--- config.mk ---
export PLATFORM = sky130hd
export DESIGN_NAME = alu_issue_stage
export DESIGN_NICKNAME = d
export VERILOG_FILES = /design/src/rtl/alu_issue_stage.sv
export SDC_FILE = /design/constraint.sdc
export NUM_CORES = 1
export LEC_CHECK = 0
export ABC_AREA = 0
export ABC_CLOCK_PERIOD_IN_PS = 3630
export CORE_UTILIZATION = 41
export CTS_CLUSTER_SIZE = 14
export DETAILED_ROUTE_END_ITERATION = 8
export PLACE_DENSITY_LB_ADDON = 0.2
export SLEW_MARGIN = 20
export SYNTH_ARGS = -nofsm -noshare
export SYNTH_HDL_FRONTEND = slang
export SYNTH_SLANG_ARGS = --single-unit
--- constraint.sdc ---
create_clock -name clk -period 3.63 [get_ports clk]
set_input_delay 0.363 -clock clk [delete_from_list [all_inputs] [get_ports clk]]
set_output_delay 0.363 -clock clk [all_outputs]
set_load 0.03 [all_outputs]
--- src/rtl/alu_issue_stage.sv ---
// -----------------------------------------------------------------------------
// alu_issue_stage
//
// Decode-and-issue stage that sits between ID and EX. Each cycle it decodes
// one 32-bit MIPS instruction and selects and extends the two ALU operands from
// the register-file read data. The result is captured into the ID/EX pipeline
// register, which supports stall (hold) and flush (bubble). Illegal
// instructions are issued as bubbles. They raise a one-cycle pulse and are
// counted in a saturating 8-bit counter.
//
// Ports
//   clk            pipeline clock, rising edge
//   rst            asynchronous, active-high reset
//   i_id_valid     instruction/operands on i_id_* are valid
//   i_id_instr     instruction word
//   i_id_rs_data   register file read of instr[25:21]
//   i_id_rt_data   register file read of instr[20:16]
//   i_stall        hold the ID/EX register
//   i_flush        load a bubble into the ID/EX register (wins over stall)
//   o_id_ready     combinational, = !i_stall
//   o_ex_valid     ID/EX holds a real operation
//   o_ex_op        ALU operation code
//   o_ex_src1/2    ALU operands
//   o_ex_dst       destination register
//   o_ex_reg_write result is written back (never for $0)
//   o_ex_ovf_trap  ALU overflow must raise an exception (add, sub, addi)
//   o_ex_mem_rd    lw
//   o_ex_mem_wr    sw
//   o_ex_branch    beq / bne
//   o_ex_illegal   one-cycle pulse: an undecodable instruction was accepted
//   o_illegal_cnt  saturating count of accepted illegal instructions
// -----------------------------------------------------------------------------
module alu_issue_stage #(
  parameter int DWIDTH = 32
) (
  input  logic              clk,
  input  logic              rst,
  input  logic              i_id_valid,
  input  logic [31:0]       i_id_instr,
  input  logic [DWIDTH-1:0] i_id_rs_data,
  input  logic [DWIDTH-1:0] i_id_rt_data,
  input  logic              i_stall,
  input  logic              i_flush,
  output logic              o_id_ready,
  output logic              o_ex_valid,
  output logic [3:0]        o_ex_op,
  output logic [DWIDTH-1:0] o_ex_src1,
  output logic [DWIDTH-1:0] o_ex_src2,
  output logic [4:0]        o_ex_dst,
  output logic              o_ex_reg_write,
  output logic              o_ex_ovf_trap,
  output logic              o_ex_mem_rd,
  output logic              o_ex_mem_wr,
  output logic              o_ex_branch,
  output logic              o_ex_illegal,
  output logic [7:0]        o_illegal_cnt
);

  // ALU operation encodings driven onto o_ex_op
  typedef enum logic [3:0] {
    ALU_AND = 4'b0000,
    ALU_OR  = 4'b0001,
    ALU_ADD = 4'b0010,
    ALU_SUB = 4'b0110,
    ALU_SLT = 4'b0111,
    ALU_SLL = 4'b1001,
    ALU_SRL = 4'b1010,
    ALU_NOR = 4'b1100,
    ALU_SRA = 4'b1101,
    ALU_LUI = 4'b1110
  } alu_op_e;

  // Primary opcodes
  localparam logic [5:0] OPC_RTYPE = 6'b000000;
  localparam logic [5:0] OPC_BEQ   = 6'b000100;
  localparam logic [5:0] OPC_BNE   = 6'b000101;
  localparam logic [5:0] OPC_ADDI  = 6'b001000;
  localparam logic [5:0] OPC_ADDIU = 6'b001001;
  localparam logic [5:0] OPC_SLTI  = 6'b001010;
  localparam logic [5:0] OPC_ANDI  = 6'b001100;
  localparam logic [5:0] OPC_ORI   = 6'b001101;
  localparam logic [5:0] OPC_LUI   = 6'b001111;
  localparam logic [5:0] OPC_LW    = 6'b100011;
  localparam logic [5:0] OPC_SW    = 6'b101011;

  // R-type function codes
  localparam logic [5:0] FN_SLL  = 6'b000000;
  localparam logic [5:0] FN_SRL  = 6'b000010;
  localparam logic [5:0] FN_SRA  = 6'b000011;
  localparam logic [5:0] FN_SLLV = 6'b000100;
  localparam logic [5:0] FN_SRLV = 6'b000110;
  localparam logic [5:0] FN_SRAV = 6'b000111;
  localparam logic [5:0] FN_ADD  = 6'b100000;
  localparam logic [5:0] FN_ADDU = 6'b100001;
  localparam logic [5:0] FN_SUB  = 6'b100010;
  localparam logic [5:0] FN_SUBU = 6'b100011;
  localparam logic [5:0] FN_AND  = 6'b100100;
  localparam logic [5:0] FN_OR   = 6'b100101;
  localparam logic [5:0] FN_NOR  = 6'b100111;
  localparam logic [5:0] FN_SLT  = 6'b101010;

  // Instruction fields and extended immediates
  logic [5:0]        w_opcode;
  logic [5:0]        w_funct;
  logic [4:0]        w_rd_field;
  logic [4:0]        w_rt_field;
  logic [DWIDTH-1:0] w_imm_sext;
  logic [DWIDTH-1:0] w_imm_zext;
  logic [DWIDTH-1:0] w_shamt_zext;

  assign w_opcode     = i_id_instr[31:26];
  assign w_funct      = i_id_instr[5:0];
  assign w_rd_field   = i_id_instr[15:11];
  assign w_rt_field   = i_id_instr[20:16];
  assign w_imm_sext   = {{(DWIDTH-16){i_id_instr[15]}}, i_id_instr[15:0]};
  assign w_imm_zext   = {{(DWIDTH-16){1'b0}}, i_id_instr[15:0]};
  assign w_shamt_zext = {{(DWIDTH-5){1'b0}}, i_id_instr[10:6]};

  // The rs specifier is consumed by the register file and never by this
  // stage; it is folded into a sink here so the unused bits are intentional.
  logic w_unused_rs_field;
  assign w_unused_rs_field = ^i_id_instr[25:21];

  // Decoded controls for the instruction currently on the ID inputs
  logic              w_legal;
  alu_op_e           w_op;
  logic [DWIDTH-1:0] w_src1;
  logic [DWIDTH-1:0] w_src2;
  logic [4:0]        w_dst;
  logic              w_writes;
  logic              w_ovf_trap;
  logic              w_mem_rd;
  logic              w_mem_wr;
  logic              w_branch;
  logic              w_reg_write;

  // Opcode/funct decode. Every field gets a default first so an unlisted
  // encoding simply drops out as illegal with all controls low. Shifts take
  // the shifted value from rt on src1 and the amount on src2, so the ALU
  // always shifts src1 by src2.
  always_comb begin
    w_legal    = 1'b1;
    w_op       = ALU_AND;
    w_src1     = i_id_rs_data;
    w_src2     = i_id_rt_data;
    w_dst      = '0;
    w_writes   = 1'b0;
    w_ovf_trap = 1'b0;
    w_mem_rd   = 1'b0;
    w_mem_wr   = 1'b0;
    w_branch   = 1'b0;
    case (w_opcode)
      OPC_RTYPE: begin
        w_dst    = w_rd_field;
        w_writes = 1'b1;
        case (w_funct)
          FN_ADD:  begin w_op = ALU_ADD; w_ovf_trap = 1'b1; end
          FN_ADDU: w_op = ALU_ADD;
          FN_SUB:  begin w_op = ALU_SUB; w_ovf_trap = 1'b1; end
          FN_SUBU: w_op = ALU_SUB;
          FN_AND:  w_op = ALU_AND;
          FN_OR:   w_op = ALU_OR;
          FN_NOR:  w_op = ALU_NOR;
          FN_SLT:  w_op = ALU_SLT;
          FN_SLL:  begin w_op = ALU_SLL; w_src1 = i_id_rt_data; w_src2 = w_shamt_zext; end
          FN_SRL:  begin w_op = ALU_SRL; w_src1 = i_id_rt_data; w_src2 = w_shamt_zext; end
          FN_SRA:  begin w_op = ALU_SRA; w_src1 = i_id_rt_data; w_src2 = w_shamt_zext; end
          FN_SLLV: begin w_op = ALU_SLL; w_src1 = i_id_rt_data; w_src2 = i_id_rs_data; end
          FN_SRLV: begin w_op = ALU_SRL; w_src1 = i_id_rt_data; w_src2 = i_id_rs_data; end
          FN_SRAV: begin w_op = ALU_SRA; w_src1 = i_id_rt_data; w_src2 = i_id_rs_data; end
          default: w_legal = 1'b0;
        endcase
      end
      OPC_ADDI: begin
        w_op = ALU_ADD; w_src2 = w_imm_sext; w_dst = w_rt_field;
        w_writes = 1'b1; w_ovf_trap = 1'b1;
      end
      OPC_ADDIU: begin
        w_op = ALU_ADD; w_src2 = w_imm_sext; w_dst = w_rt_field; w_writes = 1'b1;
      end
      OPC_SLTI: begin
        w_op = ALU_SLT; w_src2 = w_imm_sext; w_dst = w_rt_field; w_writes = 1'b1;
      end
      OPC_ANDI: begin
        w_op = ALU_AND; w_src2 = w_imm_zext; w_dst = w_rt_field; w_writes = 1'b1;
      end
      OPC_ORI: begin
        w_op = ALU_OR; w_src2 = w_imm_zext; w_dst = w_rt_field; w_writes = 1'b1;
      end
      OPC_LUI: begin
        w_op = ALU_LUI; w_src2 = w_imm_zext; w_dst = w_rt_field; w_writes = 1'b1;
      end
      OPC_LW: begin
        w_op = ALU_ADD; w_src2 = w_imm_sext; w_dst = w_rt_field;
        w_writes = 1'b1; w_mem_rd = 1'b1;
      end
      // Stores and branches have no destination, so dst stays 0
      OPC_SW: begin
        w_op = ALU_ADD; w_src2 = w_imm_sext; w_mem_wr = 1'b1;
      end
      OPC_BEQ, OPC_BNE: begin
        w_op = ALU_SUB; w_branch = 1'b1;
      end
      default: w_legal = 1'b0;
    endcase
  end

  // Writes to $0 are architecturally discarded, so they never request writeback
  assign w_reg_write = w_writes && (w_dst != 5'd0);

  assign o_id_ready = !i_stall;

  // ID/EX pipeline register
  logic              r_valid;
  logic [3:0]        r_op;
  logic [DWIDTH-1:0] r_src1;
  logic [DWIDTH-1:0] r_src2;
  logic [4:0]        r_dst;
  logic              r_reg_write;
  logic              r_ovf_trap;
  logic              r_mem_rd;
  logic              r_mem_wr;
  logic              r_branch;
  logic              r_illegal;
  logic [7:0]        r_illegal_cnt;

  // An instruction is consumed only on an edge with neither flush nor stall.
  logic w_accept;
  logic w_accept_illegal;
  assign w_accept         = i_id_valid && !i_stall && !i_flush;
  assign w_accept_illegal = w_accept && !w_legal;

  // Update priority: flush loads a bubble even while stalled. Stall freezes
  // the register and counter and only drops the illegal pulse. Otherwise a
  // legal accepted instruction is loaded and anything else becomes a bubble.
  always_ff @(posedge clk or posedge rst) begin
    if (rst) begin
      r_valid       <= 1'b0;
      r_op          <= '0;
      r_src1        <= '0;
      r_src2        <= '0;
      r_dst         <= '0;
      r_reg_write   <= 1'b0;
      r_ovf_trap    <= 1'b0;
      r_mem_rd      <= 1'b0;
      r_mem_wr      <= 1'b0;
      r_branch      <= 1'b0;
      r_illegal     <= 1'b0;
      r_illegal_cnt <= '0;
    end else if (i_stall && !i_flush) begin
      r_illegal <= 1'b0;
    end else if (w_accept && w_legal) begin
      r_valid     <= 1'b1;
      r_op        <= w_op;
      r_src1      <= w_src1;
      r_src2      <= w_src2;
      r_dst       <= w_dst;
      r_reg_write <= w_reg_write;
      r_ovf_trap  <= w_ovf_trap;
      r_mem_rd    <= w_mem_rd;
      r_mem_wr    <= w_mem_wr;
      r_branch    <= w_branch;
      r_illegal   <= 1'b0;
    end else begin
      r_valid     <= 1'b0;
      r_op        <= '0;
      r_src1      <= '0;
      r_src2      <= '0;
      r_dst       <= '0;
      r_reg_write <= 1'b0;
      r_ovf_trap  <= 1'b0;
      r_mem_rd    <= 1'b0;
      r_mem_wr    <= 1'b0;
      r_branch    <= 1'b0;
      r_illegal   <= w_accept_illegal;
      if (w_accept_illegal && (r_illegal_cnt != 8'hFF)) begin
        r_illegal_cnt <= r_illegal_cnt + 8'd1;
      end
    end
  end

  assign o_ex_valid     = r_valid;
  assign o_ex_op        = r_op;
  assign o_ex_src1      = r_src1;
  assign o_ex_src2      = r_src2;
  assign o_ex_dst       = r_dst;
  assign o_ex_reg_write = r_reg_write;
  assign o_ex_ovf_trap  = r_ovf_trap;
  assign o_ex_mem_rd    = r_mem_rd;
  assign o_ex_mem_wr    = r_mem_wr;
  assign o_ex_branch    = r_branch;
  assign o_ex_illegal   = r_illegal;
  assign o_illegal_cnt  = r_illegal_cnt;

endmodule

==> results of run 1 <==
-- cell type report --
class,count,area share (%)
flip-flops and latches,88,31.6
clock buffers,11,3.63
clock inverters,4,1.10
well taps,140,2.51
repair buffers,195,27.8
inverters,7,0.395
multi-input cells,358,33.0
-- state kept, by name, summed over array words and instances, names as in the netlist, 4 cells and up --
register and flops:
o_ex_op 4, o_ex_src1 32, o_ex_src2 32, o_illegal_cnt 8, o_ex_dst 5
-- worst max-delay path, cell delays in order --
cell             delay [ps]
clkdlybuf4s50_1         730
o21bai_1                100
a221o_1                 460
nor4_4                  550
nor2_4                  280
buf_4                   290
o21ai_0                 200
-- per-layer routing --
metal | track usage, % | up-vias
met5 | 0 | -
met4 | 9.07 | 0
met3 | 3.95 | 28
met2 | 42.5 | 194
met1 | 32.4 | 2224
li1 | - | 2113
-- power groups by stage --
stage          clock, mW  combinational (mW)  sequential [mW]
2_1_floorplan          0               0.169             1.13
3_3_place_gp           0               0.459             1.07
3_5_place_dp           0               0.466             1.07
4_1_cts             1.03               0.469             1.05
5_1_grt             1.07               0.505             1.05
6_report            1.02               0.468             1.05
-- path summary, 6_finish.rpt --
path,slack [ps],cells after the start,end,start
setup / recovery,890,7,o_ex_src1[24],i_id_instr[5]
hold / removal,460,2,o_ex_src1[24],rst
setup reg to reg,2020,5,o_illegal_cnt[1],o_illegal_cnt[0]
hold reg to reg,480,2,o_ex_src2[17],o_ex_src2[17]
max in group asynchronous,2450,3,o_illegal_cnt[2],rst
min in group clk,480,2,o_ex_src2[17],o_ex_src2[17]
-- synth_stat cells, types with 4 or more instances --
library cell	n
dfrtp_1	88
nand2_1	79
o21ai_0	61
mux2i_1	38
a221oi_1	31
nor2_1	24
clkbuf_1	22
and2_1	13
a22o_1	11
buf_2	11
o21ai_1	10
a21oi_1	8
nor3_1	8
inv_1	7
a21o_1	5
nand4_1	5
xor2_1	5
and3_1	4
mux2_2	4
nand3_1	4
-- cell families (layout without fill, tap and decap cells) --
kind of cell / count (synthesis) / count (layout) / share of synthesized area, %
AND/OR/NAND/NOR: 157 / 157 / 16.3
AO/OA/AOI/OAI: 151 / 151 / 21.8
flip-flops: 88 / 88 / 47.0
buffers and inverters: 44 / 217 / 4.22
multiplexers: 42 / 42 / 9.09
XOR/XNOR: 6 / 6 / 1.12
adder cells (fa/ha/maj): 2 / 2 / 0.481
==> flow_summary.json, run 1 <==
{
  "synth-edff-count": 0,
  "ctsHoldBuffers": 0,
  "die_h_um": 109,
  "fillers": 940,
  "required_ps": 3880,
  "final_antenna_net_count": 0,
  "clockPowerShare_pct": 40.1,
  "setup_slack_ps": 888,
  "ys_seq_area_share_pct": 47.0,
  "core_sq_mm": 0.0110,
  "fin_cells": 803,
  "path_max_fanout": 29,
  "cts_setup_buffers": 0,
  "antenna_cells": 0,
  "grtUsageTotal_pct": 25.1,
  "synth_area_leaders": "dfrtp_1 (47%), mux2i_1 (8.1%), o21ai_0 (6.5%), nand2_1 (6.3%), a221oi_1 (5.8%)",
  "clock.fmax_ghz": 0.365,
  "hold_slack_ps": 456,
  "switching_share_pct": 26.0,
  "synth_top_area_cell": "dfrtp_1",
  "netlist.area_leader.share_pct": 47.0,
  "htree_levels": 3,
  "antenna_found_initial": 0,
  "place_congestion": 0.856,
  "layout_common_cells": "clkdlybuf4s50_1 (184), dfrtp_1 (88), nand2_1 (79), o21ai_0 (61), mux2i_1 (38)",
  "fin_crit_sh_pct": 75.5,
  "dpl.cell_count": 788,
  "grt_pass1_wl_um": 22900,
  "viasPerCell": 5.68,
  "synth-async-reset-ratio_pct": 100,
  "hp-class": "input port to async pin",
  "powerDensity_mw_per_mm2": 364,
  "syn_area_sq_mm": 0.00468,
  "crit_path_start_kind": "input port",
  "die_w_um": 109,
  "p_sw_mw": 0.660,
  "p_comb_share_pct": 18.5,
  "status": "complete, no violations",
  "cp.arrival_ps": 3000,
  "synth_nets": 592,
  "ys_warn_count": 0,
  "max_slew_margin_pct": 47.8,
  "wl_met1_um": 6200,
  "initial_core_util_pct": 42.6,
  "dpl_cell_area_sq_mm": 0.00664,
  "rsz0062_at_grt": "no",
  "worstSetupPathType": "input port to flip-flop",
  "finalSetupTns_ps": 0,
  "hpwl_um": 10300,
  "drt-pass1-iter-count": 5,
  "seqCellArea_sq_mm": 0.00220,
  "overflow": 0,
  "post-route-util_pct": 63.4,
  "cap_violations": 0,
  "drcViolationCount": 0,
  "grt_pass1_vias": 4593,
  "leakage_nw": 2.86,
  "final_common_cell": "clkdlybuf4s50_1",
  "synth.distinct_cells": 58,
  "min_period_ps": 2740,
  "design_area_sq_mm": 0.00697,
  "drv_slew": 0,
  "tightest_slew_ps": 783,
  "nNetsFinal": 761,
  "dp_slack_ps": 509,
  "cts_tree": "yes",
  "seqPwrFrac_pct": 41.4,
  "ios": 190,
  "ys.flop_type": "dfrtp_1",
  "num_rows": 38,
  "cts.path.max_buffers": 2,
  "numCtsBuffers": 9,
  "routed.top_layer": "met4",
  "grt_max_degree": 46,
  "cts_root_buffer": "clkbuf_16",
  "worst_clock_skew_ps": 5.43,
  "peakVddDrop_v": 0.000272,
  "cts_resized": 0,
  "setup_violations": 0,
  "met2WireLength_um": 7120,
  "die_area_sq_mm": 0.0118,
  "drive_gt1_share_pct": 6.79,
  "num_vias": 4559,
  "internal_power_mw": 1.88,
  "drt_iter0_markers": 330,
  "multi_input_area_sq_mm": 0.00230,
  "syn-instance-count": 490,
  "wl_per_cell_um": 18.1,
  "clk_pin_slew_ps": 60,
  "total_power_mw": 2.54,
  "wl_met3_um": 909,
  "critPathCaptureType": "flip-flop",
  "postSynthAreaPerCell_sq_um": 9.55,
  "finalHoldViolations": 0,
  "numClockSinks": 88,
  "ys_ff_latch": 88,
  "synthToLayoutAreaGrowth_pct": 48.9,
  "wl_um": 14500,
  "clk_latency_ps": 340,
  "portBuffers": 184
}
(Power assumes the default switching activity.)
==> run 2, diff against run 1 <==
Settings changed: ABC_CLOCK_PERIOD_IN_PS 3630 to 2300, CORE_UTILIZATION 41 to 39.
Clock period 3.63 ns to 2.3 ns, I/O delays scaled along.
==> run 2 against run 1 <==
The run now ends with DRC left. Count of clock-buffer cells in the layout shrank 2. Cell count grew 4.9%. Via count grew 1.9%. Highest routed layer unchanged. Total power grew 64%. Critical endpoint is now o_ex_src1[30]. Non-clock buffer count grew 35. Register-to-register slack lost 1300 ps. First-iteration DRC count shrank 13%. Die area grew 5.0%. Largest power group is now the clock network. Sequential share of layout area shrank 1.6 points.
==> flow_summary.json, run 2 (synthesis results as in run 1) <==
{
  "grt_max_degree": 80,
  "wl_per_cell_um": 17.4,
  "violations": "DRC",
  "grt_pass1_wl_um": 23900,
  "cts_tree": "yes",
  "finalHoldViolations": 0,
  "drcViolationCount": 13,
  "drt_iter0_markers": 288,
  "worst_clock_skew_ps": 2.63,
  "dpl.cell_count": 826,
  "htree_levels": 3,
  "portBuffers": 184,
  "min_period_ps": 2000,
  "seqPwrFrac_pct": 40.0,
  "initial_core_util_pct": 40.5,
  "cts_resized": 0,
  "num_vias": 4645,
  "leakage_nw": 3.07,
  "viasPerCell": 5.52,
  "crit_path_start_kind": "input port",
  "clk_latency_ps": 350,
  "hold_slack_ps": 318,
  "cts_setup_buffers": 0,
  "numCtsBuffers": 9,
  "clockPowerShare_pct": 41.0,
  "drt-pass1-iter-count": 8,
  "numClockSinks": 88,
  "cts_root_buffer": "clkbuf_16",
  "synthToLayoutAreaGrowth_pct": 56.8,
  "die_w_um": 112,
  "reg2reg_from": "o_illegal_cnt[0]",
  "powerDensity_mw_per_mm2": 565,
  "antenna_found_initial": 0,
  "status": "complete, but fails checks",
  "cp.depth": 8,
  "cp.arrival_ps": 2220,
  "cp_top_family": "simple AND/OR/NAND/NOR gates",
  "fin_crit_sh_pct": 87.0,
  "overflow": 0,
  "clock.fmax_ghz": 0.500,
  "max_stage_delay_ps": 520,
  "place_congestion": 0.852,
  "drive_gt1_share_pct": 11.6,
  "layout_common_cells": "clkdlybuf4s50_1 (184), dfrtp_1 (88), nand2_1 (79), o21ai_0 (61)",
  "fin_cells": 842,
  "hp-class": "input port to async pin",
  "ctsHoldBuffers": 0,
  "setup_slack_ps": 300,
  "die_area_sq_mm": 0.0124,
  "drv_slew": 0,
  "critPathCaptureType": "flip-flop",
  "dp_slack_ps": -78.7,
  "core_sq_mm": 0.0116,
  "ios": 190,
  "hpwl_um": 10600,
  "grt_pass1_vias": 4813,
  "final_common_cell": "clkdlybuf4s50_1",
  "max_slew_margin_pct": 56.0,
  "setup_violations": 0,
  "endpoint": "o_ex_src1[30]",
  "required_ps": 2520,
  "cts.path.max_buffers": 2,
  "cp_num_buf_inv": 3,
  "path_max_fanout": 35,
  "reg2reg_slack_ps": 740,
  "clk_pin_slew_ps": 70,
  "cap_violations": 0,
  "p_comb_share_pct": 19.1,
  "crit_chain": "clkdlybuf4s50_1 -> buf_4 -> nor2b_1 -> and3_1 -> nor4_4 -> nor2_4 -> buf_12 -> o21ai_0",
  "p_sw_mw": 1.09,
  "fillers": 993,
  "crit_slowest_cell": "clkdlybuf4s50_1",
  "die_h_um": 112,
  "num_rows": 39,
  "wl_um": 14600,
  "worstSetupPathType": "input port to flip-flop",
  "internal_power_mw": 3.06,
  "nNetsFinal": 796,
  "peakVddDrop_v": 0.000496,
  "final_antenna_net_count": 0,
  "antenna_cells": 0,
  "switching_share_pct": 26.3,
  "reg2reg_depth": 5,
  "rsz0062_at_grt": "no",
  "tightest_slew_ps": 660,
  "finalSetupTns_ps": 0,
  "r2r-end": "o_illegal_cnt[1]",
  "worstSetupStartpoint": "i_id_instr[1]",
  "grtUsageTotal_pct": 24.3
}
[run 2: per-layer routing]
metal  part of all wire (%)  global-route usage [%]  vias up
met5                      0                       0        -
met4                    1.8                    9.19        0
met3                    5.4                    3.27       18
met2                     51                    42.2      159
met1                     42                    30.9     2262
li1                       -                       -     2206
[run 2: worst min path at each step]
stage / endpoint / slack (ps) / cells past startpoint
2_1_floorplan: o_ex_dst[0] / 350 / 1
3_3_place_gp: o_ex_valid / 460 / 2
3_5_place_dp: o_ex_src2[3] / 470 / 2
4_1_cts: o_ex_src1[19] / 340 / 2
5_1_grt: o_ex_src1[19] / 370 / 2
6_report: o_ex_src2[18] / 320 / 2
[run 2: cell type report]
| type | count | area, sq um | share of cell area [%] |
|---|---|---|---|
| Multi-Input combinational cell | 358 | 2300 | 31.3 |
| Timing Repair Buffer | 230 | 2290 | 31.2 |
| Sequential cell | 88 | 2200 | 30.0 |
| Clock buffer | 9 | 225 | 3.07 |
| Tap cell | 143 | 179 | 2.44 |
| Clock inverter | 7 | 119 | 1.62 |
| Inverter | 7 | 30.0 | 0.409 |
[run 2: per-stage QoR]
stage	util (%)	instance area (sq um)	power, mW
2_1_floorplan	-	4680	2.05
3_3_place_gp	60.5	7000	2.47
3_5_place_dp	60.5	7000	2.48
4_1_cts	63.5	7340	4.19
5_1_grt	63.5	7340	4.32
6_report	63.5	7340	4.15
[run 2: power by group through the flow]
stage          Sequential [mW]  Clock, mW  Combinational [mW]
2_1_floorplan             1.78          0               0.267
3_3_place_gp              1.69          0               0.780
3_5_place_dp              1.68          0               0.792
4_1_cts                   1.66       1.74               0.797
5_1_grt                   1.67       1.79               0.855
6_report                  1.66       1.70               0.791
==> run 3, diff against run 2 <==
Settings changed: CORE_MARGIN from default to 2.
==> run 3 against run 2 <==
The flow now finishes without violations. Combinational power fell by 0.8%. Fmax decreased by 4.4%. Via count grew 0.50%. Hold slack gained 2.6 ps. Total power shrank 6.6%. Worst setup slack lost 92 ps. Utilization fell by 2.0 points. Non-clock buffer count up 2. Largest power group is now sequential cells.
==> flow_summary.json, run 3 (synthesis results as in run 1) <==
{
  "cp.arrival_ps": 2340,
  "cts_resized": 0,
  "crit_path_start_kind": "input port",
  "viasPerCell": 5.51,
  "powerDensity_mw_per_mm2": 531,
  "fin_crit_sh_pct": 91.0,
  "grtUsageTotal_pct": 23.5,
  "grt_pass1_vias": 4883,
  "numCtsBuffers": 9,
  "dpl.cell_count": 832,
  "drcViolationCount": 0,
  "drive_gt1_share_pct": 11.7,
  "finalHoldViolations": 0,
  "clk_pin_slew_ps": 60,
  "setup_slack_ps": 208,
  "ctsHoldBuffers": 0,
  "cts_tree": "yes",
  "portBuffers": 184,
  "overflow": 0,
  "initial_core_util_pct": 39.5,
  "tightest_slew_ps": 773,
  "htree_levels": 3,
  "design_area_sq_mm": 0.00730,
  "numClockSinks": 88,
  "dpl_cell_area_sq_mm": 0.00700,
  "dp_slack_ps": -87.9,
  "die_w_um": 114,
  "finalSetupTns_ps": 0,
  "path_max_fanout": 16,
  "total_power_mw": 3.87,
  "max_slew_margin_pct": 48.5,
  "critPathCaptureType": "flip-flop",
  "rsz0062_at_grt": "no",
  "drt-pass1-iter-count": 5,
  "min_period_ps": 2090,
  "clock.fmax_ghz": 0.478,
  "grt_max_degree": 80,
  "place_congestion": 0.844,
  "die_area_sq_mm": 0.0129,
  "drt_iter0_markers": 406,
  "cts.path.max_buffers": 2,
  "grt_pass1_wl_um": 24300,
  "final_common_cell": "clkdlybuf4s50_1",
  "final_antenna_net_count": 0,
  "leakage_nw": 3.05,
  "nNetsFinal": 798,
  "cts_root_buffer": "clkbuf_16",
  "reg2reg_depth": 5,
  "synthToLayoutAreaGrowth_pct": 55.9,
  "die_h_um": 114,
  "num_vias": 4668,
  "layout_common_cells": "clkdlybuf4s50_1 (184), dfrtp_1 (88), nand2_1 (79), o21ai_0 (61), buf_4 (41)",
  "hold_slack_ps": 320,
  "fin_cells": 847,
  "antenna_found_initial": 0,
  "cap_violations": 0,
  "hp-class": "input port to async pin",
  "drv_slew": 0,
  "num_rows": 40,
  "core_sq_mm": 0.0119,
  "cts_setup_buffers": 0,
  "worst_clock_skew_ps": 3.18,
  "ios": 190,
  "hpwl_um": 10800,
  "wl_per_cell_um": 17.5,
  "peakVddDrop_v": 0.000547,
  "antenna_cells": 0,
  "worstSetupPathType": "input port to flip-flop",
  "setup_violations": 0,
  "clk_latency_ps": 340,
  "fillers": 1023,
  "post-route-util_pct": 61.5,
  "status": "complete, no violations",
  "required_ps": 2550,
  "wl_um": 14800
}
==> run 3: worst max-delay path: stages <==
cell	delay (ps)
clkdlybuf4s50_1	490
buf_4	170
nand2b_1	140
o21ai_0	240
and3_1	710
a221oi_1	130
o21ai_0	210
==> run 3: worst paths after layout <==
check	start	to	slack [ps]
max	i_id_instr[31]	o_ex_src2[21]	210
min	rst	o_ex_src1[20]	320
max reg2reg	o_illegal_cnt[0]	o_illegal_cnt[1]	690
min reg2reg	o_ex_src1[31]	o_ex_src1[31]	480
max in group asynchronous	rst	o_ex_src2[31]	1320
min in group clk	o_ex_src1[31]	o_ex_src1[31]	480
==> run 3: layout make-up <==
cell class              instances  area, sq um  area share (%)
clock inverters                 2         12.5           0.171
clock buffers                  13          280            3.84
flip-flops and latches         88         2200            30.2
repair buffers                232         2290            31.4
inverters                       7         30.0           0.412
well taps                     147          184            2.52
multi-input cells             358         2300            31.5
==> run 3: where the power goes <==
group | total, mW | internal, mW | switching, mW
Clock | 1.43 | 0.843 | 0.585
Sequential | 1.66 | 1.60 | 0.0612
Combinational | 0.785 | 0.391 | 0.394
==> run 3: routing by layer <==
| layer | share of wire (%) | vias to the layer above | GRT usage [%] |
|---|---|---|---|
| li1 | - | 2202 | - |
| met1 | 43 | 2258 | 31.3 |
| met2 | 49 | 185 | 39.0 |
| met3 | 5.9 | 23 | 3.35 |
| met4 | 2.1 | 0 | 9.02 |
| met5 | 0 | - | 0 |
